===== src/rtl/serial_adder_controller_if.sv =====
// rtl/serial_adder_controller_if.sv - host-side handshake and operand/result bundle for the serial adder
interface serial_adder_controller_if #(
    parameter int WIDTH = 8
);
    logic             start;
    logic [WIDTH-1:0] A_in;
    logic [WIDTH-1:0] B_in;
    logic             ready;
    logic             busy;
    logic             done;
    logic [WIDTH-1:0] sum;
    logic             carry_out;

    modport master (
        output start, A_in, B_in,
        input  ready, busy, done, sum, carry_out
    );

    modport slave (
        input  start, A_in, B_in,
        output ready, busy, done, sum, carry_out
    );
endinterface


===== src/rtl/serial_adder_controller.sv =====
// rtl/serial_adder_controller.sv - bit-serial adder reusing one full-adder cell over WIDTH cycles, LSB first
module serial_adder_controller #(
    parameter int WIDTH = 8,
    parameter int CW    = 6
) (
    input  logic                       clock,
    input  logic                       reset_b,
    serial_adder_controller_if.slave   bus
);
    typedef enum logic [1:0] {
        IDLE = 2'b00,
        ADD  = 2'b01,
        DONE = 2'b10
    } state_t;

    state_t           state, state_next;
    logic [WIDTH-1:0] a_reg, b_reg;
    logic [WIDTH-2:0] s_hi;
    logic [WIDTH-1:0] sum_reg;
    logic [WIDTH-1:0] s_next;
    logic             carry, carry_out_reg;
    logic [CW-1:0]    count;
    logic             fa_sum, fa_carry, last_bit;

    assign fa_sum   = a_reg[0] ^ b_reg[0] ^ carry;
    assign fa_carry = (a_reg[0] & b_reg[0]) | (a_reg[0] & carry) | (b_reg[0] & carry);
    assign last_bit = (count == CW'(WIDTH - 1));
    // Only the upper WIDTH-1 partial-sum bits are ever read back, so bit 0 is not stored.
    assign s_next   = {fa_sum, s_hi};

    always_ff @(posedge clock or negedge reset_b) begin
        if (!reset_b) begin
            state <= IDLE;
        end else begin
            state <= state_next;
        end
    end

    always_comb begin
        state_next = IDLE;
        case (state)
            IDLE:    state_next = bus.start ? ADD : IDLE;
            ADD:     state_next = last_bit ? DONE : ADD;
            DONE:    state_next = IDLE;
            default: state_next = IDLE;
        endcase
    end

    always_comb begin
        bus.ready = 1'b0;
        bus.busy  = 1'b0;
        bus.done  = 1'b0;
        case (state)
            IDLE:    bus.ready = 1'b1;
            ADD:     bus.busy  = 1'b1;
            DONE:    bus.done  = 1'b1;
            default: ;
        endcase
    end

    always_ff @(posedge clock or negedge reset_b) begin
        if (!reset_b) begin
            a_reg         <= '0;
            b_reg         <= '0;
            s_hi          <= '0;
            carry         <= 1'b0;
            count         <= '0;
            sum_reg       <= '0;
            carry_out_reg <= 1'b0;
        end else begin
            case (state)
                IDLE: begin
                    if (bus.start) begin
                        a_reg <= bus.A_in;
                        b_reg <= bus.B_in;
                        carry <= 1'b0;
                        count <= '0;
                    end
                end
                ADD: begin
                    s_hi  <= s_next[WIDTH-1:1];
                    a_reg <= a_reg >> 1;
                    b_reg <= b_reg >> 1;
                    carry <= fa_carry;
                    count <= count + CW'(1);
                    // Result registers move only here so they stay stable across the next ADD phase.
                    if (last_bit) begin
                        sum_reg       <= s_next;
                        carry_out_reg <= fa_carry;
                    end
                end
                default: ;
            endcase
        end
    end

    assign bus.sum       = sum_reg;
    assign bus.carry_out = carry_out_reg;
endmodule


===== src/flat_wrapper.sv =====
// flat-port wrapper written by rule: the top's interface ports become plain ports
module serial_adder_controller_flat 
#(
    parameter int WIDTH = 8,
    parameter int CW    = 6
)
  (clock, reset_b, bus_start, bus_A_in, bus_B_in, bus_ready, bus_busy, bus_done, bus_sum, bus_carry_out);
  serial_adder_controller_if #(.WIDTH(WIDTH)) bus_i ();
  input  logic clock;
  input  logic reset_b;
  input wire logic [$bits(bus_i.start)-1:0] bus_start;
  input wire logic [$bits(bus_i.A_in)-1:0] bus_A_in;
  input wire logic [$bits(bus_i.B_in)-1:0] bus_B_in;
  output wire logic [$bits(bus_i.ready)-1:0] bus_ready;
  output wire logic [$bits(bus_i.busy)-1:0] bus_busy;
  output wire logic [$bits(bus_i.done)-1:0] bus_done;
  output wire logic [$bits(bus_i.sum)-1:0] bus_sum;
  output wire logic [$bits(bus_i.carry_out)-1:0] bus_carry_out;
  assign bus_i.start = bus_start;
  assign bus_i.A_in = bus_A_in;
  assign bus_i.B_in = bus_B_in;
  assign bus_ready = bus_i.ready;
  assign bus_busy = bus_i.busy;
  assign bus_done = bus_i.done;
  assign bus_sum = bus_i.sum;
  assign bus_carry_out = bus_i.carry_out;
  serial_adder_controller #(.WIDTH(WIDTH), .CW(CW)) u_core (.clock(clock), .reset_b(reset_b), .bus(bus_i));
endmodule

===== config.mk =====
export PLATFORM = sky130hd
export DESIGN_NAME = serial_adder_controller_flat
export DESIGN_NICKNAME = d
export VERILOG_FILES = /design/src/rtl/serial_adder_controller_if.sv /design/src/rtl/serial_adder_controller.sv /design/src/flat_wrapper.sv
export SDC_FILE = /design/constraint.sdc
export NUM_CORES = 1
export LEC_CHECK = 0
export ABC_AREA = 1
export BUFFER_PORTS_ARGS = -buffer_cell sky130_fd_sc_hd__buf_4
export CORE_MARGIN = 5
export CORE_UTILIZATION = 50
export CTS_CLUSTER_DIAMETER = 200
export CTS_CLUSTER_SIZE = 25
export DETAILED_ROUTE_END_ITERATION = 7
export HOLD_SLACK_MARGIN = 0.05
export PLACE_DENSITY = 0.72
export SYNTH_ARGS = -nofsm -noshare
export SYNTH_HDL_FRONTEND = slang
export SYNTH_SLANG_ARGS = --single-unit

===== constraint.sdc =====
create_clock -name clock -period 3.35 [get_ports clock]
set_input_delay 1.005 -clock clock [delete_from_list [all_inputs] [get_ports clock]]
set_output_delay 1.005 -clock clock [all_outputs]
set_load 0.01 [all_outputs]

==> summary.md <==
| Metric | Value |
|---|---|
| Result of the run | `finished clean` |
| Post-synthesis sequential element count | `41` |
| DR vias | `about 1400` |
| Drt drc | `0` |
| Post-route ant nets | `0` |
| Met3 usage | `0.0313` |
| Reg2reg start | `u_core.state[1]` |
| Post-DP HPWL | `2240 µm` |
| Final Cell Area | `2190 µm²` |
| Max Clock Freq | `431 MHz` |
| Yosys top cell area share | `0.551` |
| CP max stage delay | `0.47 ns` |
| Starting Density | `0.512` |
| Met2 usage | `0.214` |
| IO buf count | `30` |
| Placed inst area | `~2100 µm²` |
| Gr busiest metal | `met2` |
| Endpoint class of the critical path | `output pin` |
| # rows | `22` |
| Unique masters post-synth | `21` |
| Skew-Pair Late Insertion Delay | `0.28 ns` |
| DR vias/cell | `4.76` |
| Final Skew | `0.00453 ns` |
| Maximum VDD drop | `between 400 and 500 µV` |
| Final hold violation count | `0` |
| Yosys warns | `0` |
| CP Class | `reg -> out` |
| Crit path cell chain | `inv_2 > nor2_4 > buf_4` |
| Delay-heaviest family, CP | `flip-flops` |
| Post-synthesis sequential area ratio | `0.551` |
| Nets@finish | `270` |
| Die area | `between 5000 and 6000 µm²` |
| Setup violators final | `0` |
| Slew Limit Headroom | `0.634` |
| Worst Hold Path EP | `u_core.bus.sum[0]` |
| Power per standard cell area | `835 nW/µm²` |
| Area delta synth->final | `17.5%` |
| Max Cap Viol | `0` |
| Flop pwr share | `0.448` |
| Reg2reg setup slack | `1.81 ns` |
| Routability cong. | `about 0.78` |
| Number of hold buffers added after cts | `0` |
| Synth cell count leaders | `93 x nand2_1, 41 x dfrtp_1, 24 x o21ai_0` |
| Routed WL per cell | `10.7 µm` |
| Switch Pwr | `0.000711 W` |
| Logic pwr share | `0.386` |
| Number of flops mapped to enable cells by yosys | `0` |
| RSZ-0062 raised after global routing | `no` |
| Fin Hold WS | `slightly below 0.5 ns` |
| Met1 Use GR | `0.187` |
| Post-synth ARST share | `1.00` |
| Period Utilization, post-route | `0.693` |
| Syn Inst Count | `219` |
| CTS max path bufs | `2` |
| Die Width | `71.0 µm` |
| Worst slew pin tran | `0.546 ns` |
| Initial antenna violation count | `0` |
| Worst Path Arrival | `1.32 ns` |
| CTS tree | `built` |
| H-tree levels | `2` |
| Wirelength, routed | `3180 µm` |
| Crit path buf inv count | `2` |
| Post-CTS Setup Inserts | `0` |
| Count leader, synth | `nand2_1` |
| Fraction of layout cells with a size suffix above 1 | `0.212` |
| Dominant cell type by area after synthesis | `dfrtp_1` |
| Hold path depth | `2` |
| 1st-iter DRT viols | `41` |
| Total Neg Setup Slack | `0 ns` |
| CTS Buf Count | `5` |
| Sw Share | `0.389` |
| Reg2reg end | `u_core.count[5]` |
| Vias in the first global route | `1322` |
| Die Span Y | `71.0 µm` |
| Dominant synthesized flop cell | `dfrtp_1` |
| Leakage Power | `1.15 nW` |
| Clock power frac | `0.165` |
| Remaining Overflow, GRT | `0` |
| Largest net degree at the start of global routing | `42` |
| Worst EP required | `around 2.3 ns` |
| Syn_area_per_cell | `8.50 µm²` |
| Synth top area cells | `dfrtp_1 55%, nand2_1 19%, o21ai_0 6.5%` |
| Mapped Area | `~1900 µm²` |
| First-pass GRT wire length | `roughly 5700 µm` |
| Diodes inserted | `0` |
| Syn nets | `240` |
| Slowest library cell on the worst path | `dfrtp_1` |
| Clock slew at reported path FFs | `0.08 ns` |
| Boundary Pins | `31` |
| Startpoint types | `flip-flop` |
| PostCTS Resize Cnt | `0` |
| Root Driver | `clkbuf_8` |
| Count of final max-slew check failures | `0` |
| Worst-case reg-to-reg path depth | `6` |
| Min-delay src | `u_core.s_hi[0]` |
| Worst Hold Class | `reg -> reg` |
| Clock sink count | `between 40 and 50` |
| DRT Pass-1 Iters | `4` |
| Min Tclk post-route | `2.32 ns` |
| CORE AREA | `approximately 3600 µm²` |
| Pint | `0.00112 W` |
| Total global-route track usage | `0.139` |
| CP Max Fanout | `14` |
how the worst max path moves through the flow:
stage | slack [ns] | depth (start not counted) | endpoint | startpoint
2_1_floorplan | 1.53 | 3 | bus_busy | u_core.state[0]
3_3_place_gp | 1.32 | 3 | bus_busy | u_core.state[0]
3_5_place_dp | 1.27 | 5 | u_core.a_reg[3] | bus_start
4_1_cts | 1.01 | 3 | bus_busy | u_core.state[0]
5_1_grt | 0.93 | 3 | bus_busy | u_core.state[0]
6_report | 1.03 | 3 | bus_busy | u_core.state[0]
cell usage in the layout, fill, tap and decap left out, drive strengths merged:
| master | n |
|---|---|
| clkinv | 2 |
| nor2 | 8 |
| nand2 | 95 |
| clkbuf | 6 |
| inv | 23 |
| nand3 | 8 |
| fa | 1 |
| o21ai | 33 |
| a31oi | 1 |
| o21bai | 1 |
| buf | 30 |
| ha | 1 |
| dfrtp | 41 |
through the flow:
stage | power [W] | cells | setup slack [ns] | utilization
2_1_floorplan | 0.00134 | 219 | 1.53 | -
3_3_place_gp | 0.00153 | 290 | 1.32 | 0.579
3_5_place_dp | 0.00155 | 290 | 1.27 | 0.579
4_1_cts | 0.00186 | 298 | 1.01 | 0.602
5_1_grt | 0.00201 | 298 | 0.933 | 0.602
6_report | 0.00183 | 298 | 1.03 | 0.602
cell type report:
class | count | area (µm²)
Inverter | 23 | 86.3
Tap cell | 48 | 60.1
Clock buffer | 6 | 72.6
Multi-Input combinational cell | 148 | 707
Timing Repair Buffer | 30 | 225
Fill cell | 352 | 1450
Sequential cell | 41 | 1030
Clock inverter | 2 | 10.0
power by group through the flow:
| stage | Sequential, W | Clock [W] | Combinational, W |
|---|---|---|---|
| final | 0.000819 | 0.000302 | 0.000706 |
| after global routing | 0.000849 | 0.000336 | 0.000825 |
| after CTS | 0.000822 | 0.000311 | 0.000723 |
| after detailed placement | 0.000829 | 0 | 0.000720 |
| after global placement | 0.000824 | 0 | 0.000703 |
| after floorplan | 0.000831 | 0 | 0.000508 |
worst reg2reg max path: stages (launching register included):
cell and delay (ns):
dfrtp_1 0.42, inv_1 0.15, nand2_2 0.34, nor2_1 0.32, nand3_1 0.10, nand2_1 0.07
inv_1 0.04
metal layers:
layer	wire [µm]	up-vias	part of all wire
met3	111	5	0.035
met1	1490	660	0.47
met4	53	0	0.017
met2	1530	18	0.48
met5	0	-	0
li1	-	734	-
kinds of logic (layout without fill, tap and decap cells):
kind of cell / count (synthesis) / after routing / synth area share
buffers and inverters: 30 / 61 / 0.0692
adders and majority gates: 2 / 2 / 0.0175
and+or+nand+nor: 111 / 111 / 0.244
DFF: 41 / 41 / 0.551
AOI/OAI and AO/OA: 35 / 35 / 0.118
Note: power is estimated with default switching activity, not from simulation.
